### config.mk
export PLATFORM = sky130hd
export DESIGN_NAME = key_cmd_scheduler
export DESIGN_NICKNAME = d
export VERILOG_FILES = /design/src/rtl/key_cmd_scheduler.sv
export SDC_FILE = /design/constraint.sdc
export NUM_CORES = 1
export LEC_CHECK = 0
export ABC_AREA = 1
export CORE_UTILIZATION = 40
export CTS_BUF_LIST = sky130_fd_sc_hd__clkbuf_4 sky130_fd_sc_hd__clkbuf_8
export CTS_CLUSTER_SIZE = 30
export DETAILED_ROUTE_END_ITERATION = 7
export PLACE_DENSITY = 0.61
export SYNTH_ARGS = -nofsm -noshare
export SYNTH_HDL_FRONTEND = slang
export SYNTH_SLANG_ARGS = --single-unit
### constraint.sdc
create_clock -name clk -period 2.4 [get_ports clk]
set_input_delay 0.48 -clock clk [delete_from_list [all_inputs] [get_ports clk]]
set_output_delay 0.48 -clock clk [all_outputs]
set_load 0.02 [all_outputs]
### src/rtl/key_cmd_scheduler.sv
// PS/2 scan-code to game-command scheduler: parser FSM, held-key tracking and a 4-deep command FIFO.
// Optional auto-repeat of the active direction is built when KEY_REPEAT_EN is defined.
module key_cmd_scheduler #(
   parameter int REPEAT_DELAY = 25000000,
   parameter int REPEAT_RATE  = 5000000
) (
   input  logic       clk,
   input  logic       rst,
   input  logic [7:0] kb_data,
   input  logic       kb_ready,
   input  logic       kb_overflow,
   output logic       cmd_valid,
   input  logic       cmd_ready,
   output logic [2:0] cmd,
   output logic [4:0] held,
   output logic [7:0] drop_cnt
);

   localparam logic [1:0] ST_IDLE    = 2'd0;
   localparam logic [1:0] ST_EXT     = 2'd1;
   localparam logic [1:0] ST_BRK     = 2'd2;
   localparam logic [1:0] ST_EXT_BRK = 2'd3;

   // {valid, command index}; restart has no extended form
   function automatic logic [3:0] map_key(input logic [7:0] code, input logic ext);
      case (code)
         8'h75:   map_key = 4'b1000;
         8'h72:   map_key = 4'b1001;
         8'h6B:   map_key = 4'b1010;
         8'h74:   map_key = 4'b1011;
         8'h2D:   map_key = ext ? 4'b0000 : 4'b1100;
         default: map_key = 4'b0000;
      endcase
   endfunction

   // {valid, direction} of the highest-priority held direction
   function automatic logic [2:0] prio_dir(input logic [3:0] dirs);
      if (dirs[0]) begin
         prio_dir = 3'b100;
      end else if (dirs[1]) begin
         prio_dir = 3'b101;
      end else if (dirs[2]) begin
         prio_dir = 3'b110;
      end else if (dirs[3]) begin
         prio_dir = 3'b111;
      end else begin
         prio_dir = 3'b000;
      end
   endfunction

   logic [1:0] state_r, state_nxt_s;
   logic       kb_ev_s, ev_make_s, ev_brk_s, ev_ext_s;
   logic [3:0] key_s;
   logic [2:0] key_idx_s, pick_s;
   logic [4:0] key_bit_s;
   logic       make_new_s, brk_key_s;
   logic [4:0] held_r, held_nxt_s;
   logic [1:0] act_r, act_nxt_s;
   logic       act_vld_r, act_vld_nxt_s;
   logic       rep_push_s, push_s, do_push_s, pop_s, drop_s;
   logic [2:0] push_cmd_s;
   logic [2:0] mem_r [4];
   logic [1:0] wr_ptr_r, rd_ptr_r;
   logic [2:0] count_r;
   logic [7:0] drop_r;

   // Scan-code parser: next state and make/break event decode
   always_comb begin
      kb_ev_s     = kb_ready && !kb_overflow;
      state_nxt_s = state_r;
      ev_make_s   = 1'b0;
      ev_brk_s    = 1'b0;
      ev_ext_s    = 1'b0;
      if (kb_overflow) begin
         state_nxt_s = ST_IDLE;
      end else if (kb_ev_s) begin
         case (state_r)
            ST_IDLE: begin
               if (kb_data == 8'hE0) begin
                  state_nxt_s = ST_EXT;
               end else if (kb_data == 8'hF0) begin
                  state_nxt_s = ST_BRK;
               end else begin
                  ev_make_s = 1'b1;
               end
            end
            ST_EXT: begin
               if (kb_data == 8'hF0) begin
                  state_nxt_s = ST_EXT_BRK;
               end else if (kb_data == 8'hE0) begin
                  state_nxt_s = ST_EXT;
               end else begin
                  ev_make_s   = 1'b1;
                  ev_ext_s    = 1'b1;
                  state_nxt_s = ST_IDLE;
               end
            end
            ST_BRK: begin
               ev_brk_s    = 1'b1;
               state_nxt_s = ST_IDLE;
            end
            ST_EXT_BRK: begin
               ev_brk_s    = 1'b1;
               ev_ext_s    = 1'b1;
               state_nxt_s = ST_IDLE;
            end
            default: begin
               state_nxt_s = ST_IDLE;
            end
         endcase
      end else begin
         state_nxt_s = state_r;
      end
   end

   // Held bitmap and active direction update
   always_comb begin
      key_s         = map_key(kb_data, ev_ext_s);
      key_idx_s     = key_s[2:0];
      key_bit_s     = 5'b00001 << key_idx_s;
      make_new_s    = ev_make_s && key_s[3] && ((held_r & key_bit_s) == 5'd0);
      brk_key_s     = ev_brk_s && key_s[3];
      pick_s        = prio_dir(held_r[3:0] & ~key_bit_s[3:0]);
      held_nxt_s    = held_r;
      act_nxt_s     = act_r;
      act_vld_nxt_s = act_vld_r;
      if (kb_overflow) begin
         held_nxt_s    = 5'd0;
         act_nxt_s     = 2'd0;
         act_vld_nxt_s = 1'b0;
      end else if (make_new_s) begin
         held_nxt_s = held_r | key_bit_s;
         if (!key_idx_s[2]) begin
            act_nxt_s     = key_idx_s[1:0];
            act_vld_nxt_s = 1'b1;
         end else begin
            act_nxt_s     = act_r;
            act_vld_nxt_s = act_vld_r;
         end
      end else if (brk_key_s) begin
         held_nxt_s = held_r & ~key_bit_s;
         if (act_vld_r && !key_idx_s[2] && (key_idx_s[1:0] == act_r)) begin
            act_nxt_s     = pick_s[1:0];
            act_vld_nxt_s = pick_s[2];
         end else begin
            act_nxt_s     = act_r;
            act_vld_nxt_s = act_vld_r;
         end
      end else begin
         held_nxt_s = held_r;
      end
   end

   // Parser state, held keys and active direction registers
   always_ff @(posedge clk) begin
      if (rst) begin
         state_r   <= ST_IDLE;
         held_r    <= 5'd0;
         act_r     <= 2'd0;
         act_vld_r <= 1'b0;
      end else begin
         state_r   <= state_nxt_s;
         held_r    <= held_nxt_s;
         act_r     <= act_nxt_s;
         act_vld_r <= act_vld_nxt_s;
      end
   end

`ifdef KEY_REPEAT_EN
   logic [31:0] rep_cnt_r, rep_lim_s;
   logic        rep_first_r, rep_hit_s, act_chg_s;

   // Repeat timer terminal count; a same-cycle make or active change discards the repeat
   always_comb begin
      act_chg_s  = (act_vld_nxt_s != act_vld_r) || (act_vld_nxt_s && (act_nxt_s != act_r));
      rep_lim_s  = rep_first_r ? 32'(REPEAT_DELAY - 1) : 32'(REPEAT_RATE - 1);
      rep_hit_s  = act_vld_r && (rep_cnt_r == rep_lim_s);
      rep_push_s = rep_hit_s && !act_chg_s && !kb_overflow && !make_new_s;
   end

   // Repeat timer restarts its initial delay whenever the active direction changes
   always_ff @(posedge clk) begin
      if (rst) begin
         rep_cnt_r   <= 32'd0;
         rep_first_r <= 1'b1;
      end else if (!act_vld_nxt_s || act_chg_s) begin
         rep_cnt_r   <= 32'd0;
         rep_first_r <= 1'b1;
      end else if (rep_hit_s) begin
         rep_cnt_r   <= 32'd0;
         rep_first_r <= 1'b0;
      end else begin
         rep_cnt_r   <= rep_cnt_r + 32'd1;
      end
   end
`else
   assign rep_push_s = 1'b0;
`endif

   // Single push source per cycle and FIFO handshake
   always_comb begin
      push_s     = make_new_s || rep_push_s;
      push_cmd_s = make_new_s ? key_idx_s : {1'b0, act_r};
      pop_s      = (count_r != 3'd0) && cmd_ready;
      do_push_s  = push_s && ((count_r != 3'd4) || pop_s);
      drop_s     = push_s && (count_r == 3'd4) && !pop_s;
   end

   // Command FIFO storage, pointers, occupancy and saturating drop counter
   always_ff @(posedge clk) begin
      if (rst) begin
         for (int i = 0; i < 4; i++) begin
            mem_r[i] <= 3'd0;
         end
         wr_ptr_r <= 2'd0;
         rd_ptr_r <= 2'd0;
         count_r  <= 3'd0;
         drop_r   <= 8'd0;
      end else begin
         if (do_push_s) begin
            mem_r[wr_ptr_r] <= push_cmd_s;
            wr_ptr_r        <= wr_ptr_r + 2'd1;
         end
         if (pop_s) begin
            rd_ptr_r <= rd_ptr_r + 2'd1;
         end
         case ({do_push_s, pop_s})
            2'b10:   count_r <= count_r + 3'd1;
            2'b01:   count_r <= count_r - 3'd1;
            default: count_r <= count_r;
         endcase
         if (drop_s && (drop_r != 8'hFF)) begin
            drop_r <= drop_r + 8'd1;
         end
      end
   end

   assign cmd_valid = (count_r != 3'd0);
   assign cmd       = mem_r[rd_ptr_r];
   assign held      = held_r;
   assign drop_cnt  = drop_r;

endmodule

== Word-level counts from Yosys, hierarchy flattened ==
Memory sizes are Yosys's and may differ from the RTL's. A register that Yosys moved wholly into a read port is not among the register bits.
Cells that the tools add are included.

* Add/subtract/negate cells: 5
* Eq/ne operators: 18
* Shifts and indexed selects: 1
* Multiplexer cells: 46
* Bitwise logic cells: 6
* Reductions and logical operators: 26

{| class="wikitable"
|+ Operators with widths
! operator !! number
|-
| equality test 8 x 7 -> 1 bit (second input constant) || 4
|-
| two-way mux 1 bit || 22
|-
| two-way mux 2 bit || 10
|-
| one-hot mux 4 bit (5 select lines) || 1
|-
| two-way mux 3 bit || 6
|-
| equality test 8 bit (second input constant) || 2
|-
| logical AND 1 bit || 11
|-
| AND 5 bit || 2
|-
| two-way mux 5 bit || 2
|-
| adder 8 x 1 -> 8 bit (second input constant) || 1
|-
| equality test 8 x 6 -> 1 bit (second input constant) || 1
|-
| inequality test 8 bit (second input constant) || 1
|-
| equality test 2 bit (second input constant) || 3
|-
| inequality test 3 bit (second input constant) || 2
|-
| one-hot mux 2 bit (3 select lines) || 1
|-
| one-hot mux 3 bit (2 select lines) || 1
|-
| nonzero test 2 bit || 3
|-
| logical NOT 5 bit || 1
|-
| NOT 5 bit || 1
|-
| bitwise OR 5 bit || 1
|-
| left shift 1 x 3 -> 5 bit (first input constant) || 1
|-
| adder 2 x 1 -> 2 bit (second input constant) || 2
|-
| AND 4 bit || 1
|-
| equality test 2 x 1 -> 1 bit (second input constant) || 2
|-
| 16 further kinds || 20
|}

* Register bits: 25
* Memory bits (writable): 12
* Bits of input ports: 13
* Output and inout port bits: 17
* Logic and storage cells: 111
* Memories: 1

{| class="wikitable"
|+ Memory list
! name !! words !! width !! rd ports !! clocked after memory_dff !! write ports !! line !! text
|-
| mem_r || 4 || 3 || 1 || 1 || 4 || 62 || <nowiki>logic [2:0] mem_r [4];</nowiki>
|}

== Longest topological paths before layout ==
Gate-level depths: netlist of the first run.

* Depth after elaboration: 18
* Gate-level depth with buffers: 20
* Depth with buffers taken out: 19

== Worst setup path before layout of the first run ==
OpenSTA, ideal clock, no wires.

* Kind: input -> register
* From: input kb_data[0]
* To: memory mem_r[1][0] (enable)
* Setup time: 344 ps
* Arrival time: 1942 ps
* Data required time: 2056 ps
* Slack: 113 ps
* Stages: 16
* Buffers on the path: 1
* Cell sequence: inv_1 nand2_1 nor2_2 nand2_2 nand2_2 nand2_2 nand2_2 nand2_2 buf_6 nand2_2 nor2_2 nor2_4 nand2_4 nor2_4 inv_1 o21ai_0

{| class="wikitable"
|+ RTL lines
! what !! line !! text
|-
| from (decl) || 9 || <nowiki>input logic [7:0] kb_data,</nowiki>
|-
| to (decl) || 62 ||
|}

== Worst setup path in the final report of the first run ==
* From: input kb_data[3]
* To: register count_r[2]

* Cells in the longest elaborated chain, start to end: 15
* Elaborated cells on any way between the ends: 29
* Classes of those cells: eq/ne (9); shift (1); mux (13); bitwise (1); reduce/logical (5)

{| class="wikitable"
|+ RTL lines
! what !! line !! text
|-
| equality test 8 bit || 79, 90 ||
|-
| two-way mux 1 bit || 90 || <nowiki>end else if (kb_data == 8'hE0) begin</nowiki>
|-
| two-way mux 1 bit || 88 || <nowiki>if (kb_data == 8'hF0) begin</nowiki>
|-
| one-hot mux 1 bit (2 select lines) || 77 || <nowiki>case (state_r)</nowiki>
|-
| two-way mux 1 bit || 76 || <nowiki>end else if (kb_ev_s) begin</nowiki>
|-
| two-way mux 1 bit || 74 || <nowiki>if (kb_overflow) begin</nowiki>
|-
| two-way mux 4 bit || 31 || <nowiki>8'h2D: map_key = ext ? 4'b0000 : 4'b1100;</nowiki>
|-
| one-hot mux 4 bit (5 select lines) || 26 || <nowiki>case (code)</nowiki>
|-
| left shift 1 x 3 -> 5 bit || 120 || <nowiki>key_bit_s = 5'b00001 << key_idx_s;</nowiki>
|-
| AND 5 bit || 121 || <nowiki>make_new_s = ev_make_s && key_s[3] && ((held_r & key_bit_s) == 5'd0);</nowiki>
|-
| logical NOT 5 bit || 121 ||
|-
| logical AND 1 bit * || 121 ||
|-
| logical AND 1 bit * || 205 || <nowiki>do_push_s = push_s && ((count_r != 3'd4) || pop_s);</nowiki>
|-
| equality test 2 x 1 -> 1 bit or equality test 2 bit (tied branches) || 227 || <nowiki>case ({do_push_s, pop_s})</nowiki>
|-
| one-hot mux 3 bit (2 select lines) or nonzero test 2 bit (tied branches) || - ||
|-
| to (signal assigned) || 228 || <nowiki>2'b10: count_r <= count_r + 3'd1;</nowiki>
|-
| to (signal assigned) || 229 || <nowiki>2'b01: count_r <= count_r - 3'd1;</nowiki>
|-
| to (signal assigned) || 230 || <nowiki>default: count_r <= count_r;</nowiki>
|-
| to (decl) || 64 || <nowiki>logic [2:0] count_r;</nowiki>
|}

Mark *: on every way between the ends. The rest lies on a longest branch, timed or not.
A chain may end at the register's enable or synchronous reset.

==> impl_metrics.json, run 1 <==
{
  "setup.worst_path.end": "count_r[2]",
  "max-clock-path-buffers": 2,
  "crit_path_max_fanout": 4,
  "initial_utilization": 0.426,
  "syn_inst": 315,
  "maximum_frequency_from_static_timing_analysis_ghz": 0.440,
  "floorplan.die.height_um": 76.7,
  "final.setup.worst_slack_ns": 0.125,
  "grt_max_degree": 13,
  "drt_pre_antenna_iters": 4,
  "dp_hpwl_um": 3730,
  "synth-seq-area-share": 0.404,
  "io_buffers": 29,
  "setup.worst_path.start_class": "primary input",
  "setup_crit_path_kind": "primary input to flip-flop",
  "cts_hold_repair.buffers": 0,
  "worst_hold_slack_ns": 0.471,
  "met2_usage": 0.329,
  "yosysUniqueCellTypes": 34,
  "finalPower_uw": 1750,
  "top_level_ports": 30,
  "finalCriticalPeriod_ns": 2.28,
  "vias_in_the_first_global_route": 2178,
  "row_count": 26,
  "min-delay-path-class": "flip-flop to flip-flop",
  "worst_r2r_path_depth": 14,
  "fin_nets": 415,
  "synthXorXnorAreaFrac": 0.00786,
  "irDropWorstVdd_v": 0.000330,
  "finalMaxSlewViolations": 0,
  "floorplan.die.width_um": 76.7,
  "muxShareOfSynthArea": 0,
  "postSynth.topFlopCell": "sky130_fd_sc_hd__dfxtp_1",
  "status": "finished, final reports clean",
  "share_of_post_route_cells_with_drive_strength_above_1": 0.299,
  "utilization": 0.608,
  "route.antenna.remaining_nets": 0,
  "drt_iter0_markers": 70,
  "top_cells_by_instance_count_after_synthesis": "62 x sky130_fd_sc_hd__nand2_1, 50 x sky130_fd_sc_hd__inv_1, 50 x sky130_fd_sc_hd__nor2_1",
  "grt_pass1_wl_um": 9120,
  "placement.setup.worst_slack_ns": -0.478,
  "fillers": 496,
  "number_of_antenna_violations_at_the_first_check_in_global_routing": 0,
  "crit-reg2reg-launch": "state_r[0]",
  "route.detailed.wl_per_inst_um": 10.7,
  "routabilityCongestion": 0.863,
  "number_of_vias_in_the_routed_layout": 2236,
  "setup_violations": 0,
  "globalRoute.busiestLayer": "met2",
  "post-route-period-util": 0.948,
  "synthesis.nets": 330,
  "synth_compound_area_frac": 0.113,
  "yosysTopAreaCellShare": 0.242,
  "synth.top_cells.by_area": "sky130_fd_sc_hd__dfxtp_1 24%, sky130_fd_sc_hd__edfxtp_1 16%, sky130_fd_sc_hd__nand2_1 10%",
  "final_area_um2": 3190,
  "timing.max_cap.violations": 0,
  "reg_to_reg_slack_setup_ns": 0.51,
  "route.final.wire_length_um": 5050,
  "synth.cell_area_um2": 2230,
  "synth-warning-count": 0,
  "grt.met1_usage": 0.234,
  "cts.root.buffer_cell": "sky130_fd_sc_hd__clkbuf_8",
  "clock_insertion_delay_worst_skew_ns": 0.29,
  "grt_overflow": 0,
  "cts_max_level": 2,
  "p_leak_uw": 0.00138,
  "worstSetupStartpoint": "kb_data[3]",
  "synth_edf_count": 12,
  "synthAdderAreaFrac": 0.0146,
  "fin_skew_ns": 0.0101,
  "ys_ff_latch": 39,
  "tritoncts": "built",
  "ys_async_sr_fraction": 0,
  "clk_transition_reported_paths_ns": 0.08,
  "cts-buffers-inserted": 5,
  "core_area_um2": 5240,
  "numClockSinks": 39,
  "grt.met3_usage": 0.0250,
  "required_ns": 2.59,
  "synth_top_family_by_area": "simple AND/OR/NAND/NOR gates",
  "powerDensity_nw_per_um2": 549,
  "worst_slew_pin_slew_ns": 0.299,
  "finalHoldViolCount": 0,
  "post_synthesis_simple_gate_area_fraction": 0.352,
  "syn2layout_area_growth_pct": 42.9,
  "slew_headroom": 0.799,
  "floorplan.die_area_um2": 5880,
  "antenna_diode_count": 0,
  "total_placed_instance_area_um2": 2860,
  "synthMostInstantiatedCell": "sky130_fd_sc_hd__nand2_1",
  "vias_per_cell": 4.75,
  "grt.total_usage": 0.188,
  "netlist.top_cell.by_area": "sky130_fd_sc_hd__dfxtp_1",
  "timing.critical_path.arrival_ns": 2.46,
  "syn-mean-instance-area_um2": 7.08,
  "remaining_drc_errors": 0,
  "timing.rr.end": "count_r[2]",
  "cp_capture_type": "flip-flop"
}
cell usage in the layout, fill, tap and decap left out, drive strengths merged, types with 2 or more instances in the layout:
master / Yosys / layout
a21oi: 16 / 16
buf: 2 / 52
clkbuf: 1 / 6
clkdlybuf4s50: 0 / 21
clkinv: 2 / 3
dfxtp: 27 / 27
dlygate4sd2: 0 / 5
dlymetal6s2s: 0 / 2
edfxtp: 12 / 12
inv: 54 / 54
nand2: 72 / 72
nand3: 17 / 17
nand4: 10 / 10
nor2: 56 / 56
nor3: 10 / 10
o21ai: 24 / 24
o22ai: 3 / 3
xor2: 2 / 2
cells by family after synthesis:
group,after synthesis
flip-flops,39
AO/OA/AOI/OAI,46
AND/OR/NAND/NOR,167
buffers and inverters,59
adder cells (fa/ha/maj),2
XOR/XNOR,2
repair_timing:
item	4_1_cts	5_1_grt
setup endpoints to repair	18	43
buffers inserted	13	2
gates resized for setup	26	21
gates cloned	0	0
pin swaps	15	15
power by group:
group	leakage, µW	switching [µW]	total, µW	internal [µW]
registers	0.000342	35.4	757	721
logic	0.000975	243	425	182
clock network	0.0000612	231	567	336
total	0.00138	509	1750	1240
layout make-up:
type	instances	area [µm²]	share of cell area
sequential	39	901	0.283
timing repair buffer	81	679	0.213
clock buffer	6	82.6	0.0259
clock inverter	2	35.0	0.0110
inverter	56	215	0.0675
multi-input combinational	217	1190	0.372
tap	70	87.6	0.0275
metrics by stage:
stage,TNS [ns],std cells
finish,0,471
global route,-0.0414,471
CTS,0,469
detailed placement,-12.82,448
global placement,-11.65,448
floorplan,0,315
routing by layer:
metal / vias up / wire [µm]
met3: 8 / 154
met5: - / 0
met1: 1000 / 2370
met2: 43 / 2450
li1: 1185 / -
met4: 0 / 79
worst min-delay path by stage:
stage | cells past startpoint | end | slack (ns) | from
finish | 2 | flip-flop | 0.47 | rd_ptr_r[1]
global placement | 1 | flip-flop | 0.46 | rd_ptr_r[0]
global route | 2 | rd_ptr_r[1] | 0.52 | rd_ptr_r[1]
floorplan | 2 | flip-flop | 0.44 | rd_ptr_r[1]
detailed placement | 1 | rd_ptr_r[0] | 0.46 | rd_ptr_r[0]
CTS | 2 | flip-flop | 0.48 | rd_ptr_r[1]
worst max-delay path, cell delays in order:
cell and delay, ns:
sky130_fd_sc_hd__dlygate4sd2_1 0.27, sky130_fd_sc_hd__inv_2 0.07, sky130_fd_sc_hd__nand2_2 0.06, sky130_fd_sc_hd__nor2_4 0.13, sky130_fd_sc_hd__nand2_2 0.07, sky130_fd_sc_hd__nand2_2 0.10, sky130_fd_sc_hd__nand2_2 0.06, sky130_fd_sc_hd__nand2_2 0.07
sky130_fd_sc_hd__nand3_2 0.06, sky130_fd_sc_hd__nand3b_1 0.14, sky130_fd_sc_hd__inv_2 0.07, sky130_fd_sc_hd__nand2_4 0.09, sky130_fd_sc_hd__nand2_2 0.07, sky130_fd_sc_hd__fa_2 0.38, sky130_fd_sc_hd__nand2_2 0.08, sky130_fd_sc_hd__nand2_1 0.07
sky130_fd_sc_hd__a21oi_1 0.14, sky130_fd_sc_hd__nor2_1 0.05
(Power assumes the default switching activity.)
==> inputs of run 2 (changes only) <==
CORE_UTILIZATION = 30   (was 40)
PLACE_DENSITY = 0.48   (was 0.61)
TNS_END_PERCENT = 30   (was default)
==> run 2 against run 1 <==
  * Global-route usage decreased by 3.9 points
  * Final area increased by 0.24%
  * Largest cell class unchanged
  * Die area increased by 32%
  * Critical path type unchanged
  * Setup slack improved by 0.018 ns
  * Sequential share of layout area decreased by 0.066 points
  * Wire length increased by 5.3%
==> impl_metrics.json, run 2 (synthesis results as in run 1) <==
{
  "grt_pass1_wl_um": 9070,
  "cts_hold_repair.buffers": 0,
  "floorplan.die.width_um": 88.2,
  "powerDensity_nw_per_um2": 505,
  "finalMaxSlewViolations": 0,
  "initial_utilization": 0.309,
  "core_area_um2": 7210,
  "io_buffers": 29,
  "tritoncts": "built",
  "cp_capture_type": "flip-flop",
  "numClockSinks": 39,
  "routabilityCongestion": 0.807,
  "worst_slew_pin_slew_ns": 0.394,
  "timing.critical_path.cells": "dlygate4sd2_1 -> inv_1 -> nand2_2 -> nor2_4 -> nand4_1 -> nand2_1 -> nor2_2 -> nand2_4 -> nor2_4 -> nor2_4 -> nand2_4 -> nor2_4 -> nand2_2 -> o21ai_2 -> buf_4",
  "grt_max_degree": 13,
  "row_count": 31,
  "min-delay-path-class": "flip-flop to flip-flop",
  "syn2layout_area_growth_pct": 43.3,
  "antenna_diode_count": 0,
  "grt.total_usage": 0.149,
  "timing.critical_path.arrival_ns": 2.27,
  "irDropWorstVdd_v": 0.000185,
  "remaining_drc_errors": 0,
  "clk_transition_reported_paths_ns": 0.07,
  "cts-buffers-inserted": 5,
  "clock_insertion_delay_worst_skew_ns": 0.29,
  "share_of_post_route_cells_with_drive_strength_above_1": 0.275,
  "grt_overflow": 0,
  "route.antenna.remaining_nets": 0,
  "drt_pre_antenna_iters": 4,
  "drt_iter0_markers": 69,
  "vias_in_the_first_global_route": 2121,
  "setup_crit_path_kind": "primary input to flip-flop",
  "critPathTopFamily": "simple AND/OR/NAND/NOR gates",
  "required_ns": 2.41,
  "grt_setup_unrepaired": "true",
  "final-instance-count-excl-fill": 502,
  "floorplan.die.height_um": 88.2,
  "slew_headroom": 0.737,
  "setup_violations": 0,
  "number_of_antenna_violations_at_the_first_check_in_global_routing": 0,
  "maximum_frequency_from_static_timing_analysis_ghz": 0.443,
  "slowest_stage": "sky130_fd_sc_hd__dlygate4sd2_1",
  "layout.cells.most_common_list": "53 x sky130_fd_sc_hd__buf_4, 52 x sky130_fd_sc_hd__nand2_1, 47 x sky130_fd_sc_hd__inv_1, 45 x sky130_fd_sc_hd__nor2_1, 27 x sky130_fd_sc_hd__dfxtp_1",
  "vias_per_cell": 4.40,
  "cts_max_level": 2,
  "route.detailed.wl_per_inst_um": 10.6,
  "cts.root.buffer_cell": "sky130_fd_sc_hd__clkbuf_8",
  "timing.max_cap.violations": 0,
  "fin_skew_ns": 0.00510,
  "setup-tns-final_ns": 0,
  "worst_hold_slack_ns": 0.478,
  "critPathMaxStageDelay_ns": 0.26,
  "crit_path_max_fanout": 4,
  "floorplan.die_area_um2": 7780,
  "number_of_vias_in_the_routed_layout": 2208,
  "finalHoldViolCount": 0,
  "fin_nets": 417,
  "timing.critical_path.buf_inv": 3,
  "dpl.cell_count": 478,
  "max-clock-path-buffers": 2,
  "setup.worst_path.start_class": "primary input",
  "route.final.wire_length_um": 5320,
  "path_common_cell": "sky130_fd_sc_hd__nor2_4",
  "finalCriticalPeriod_ns": 2.26,
  "mostFrequentLayoutCell": "sky130_fd_sc_hd__buf_4",
  "p_leak_uw": 0.00136,
  "dp_hpwl_um": 3970,
  "status": "finished, final reports clean",
  "top_level_ports": 30,
  "post-route-period-util": 0.940
}
run 2: layout make-up:
class | count | area [µm²]
Fill cell | 768 | 4020
Multi-Input combinational cell | 217 | 1170
Sequential cell | 39 | 901
Timing Repair Buffer | 83 | 699
Inverter | 56 | 215
Tap cell | 99 | 124
Clock buffer | 7 | 83.8
Clock inverter | 1 | 5.00
run 2: where the power goes:
part	total (µW)	switching [µW]	internal (µW)
sequential	756	34.1	721
clock	450	223	227
combinational	409	236	173
total	1610	494	1120
run 2: layer usage:
layer / share of wire / vias up / track usage
li1: - / 1184 / -
met1: 0.50 / 988 / 0.189
met2: 0.46 / 27 / 0.247
met3: 0.030 / 9 / 0.0410
met4: 0.014 / 0 / 0.0469
met5: 0 / - / 0
run 2: final timing paths:
check | cells past startpoint | start | slack (ns) | end
worst min register to register | 2 | rd_ptr_r[1] | 0.48 | flip-flop
worst max register to register | 13 | state_r[0] | 0.54 | count_r[1]
worst max-delay path | 15 | kb_data[7] | 0.14 | mem_r[3][1]
worst min-delay path | 2 | rd_ptr_r[1] | 0.48 | flip-flop
run 2: worst register-to-register path, stage by stage (launching register included):
cell                      delay (ns)
sky130_fd_sc_hd__dfxtp_1        0.33
sky130_fd_sc_hd__inv_1          0.07
sky130_fd_sc_hd__nor2_2         0.15
sky130_fd_sc_hd__nand2_4        0.07
sky130_fd_sc_hd__nand2_4        0.09
sky130_fd_sc_hd__nand2_4        0.06
sky130_fd_sc_hd__nor2_4         0.10
sky130_fd_sc_hd__nor2_4         0.06
sky130_fd_sc_hd__nand2_4        0.08
sky130_fd_sc_hd__nand2_2        0.07
sky130_fd_sc_hd__fa_2           0.51
sky130_fd_sc_hd__inv_1          0.04
sky130_fd_sc_hd__nor2_1         0.07
sky130_fd_sc_hd__nor2_1         0.05
run 2: metrics by stage:
step	util	worst slack [ns]	power (µW)	area, µm²
CTS	0.439	0.130	1640	3170
detailed placement	0.402	-0.498	1170	2900
global route	0.443	-0.0211	1730	3190
finish	0.443	0.143	1610	3190
global placement	0.402	-0.491	1160	2900
floorplan	-	0.113	1020	2230
run 2: timing repair:
action                                  in CTS  in global routing
buffers inserted                            14                  2
pin swaps                                   19                  9
hold endpoints to repair                     0                  0
endpoints found under the setup margin      26                 18
resized for setup                           32                  5
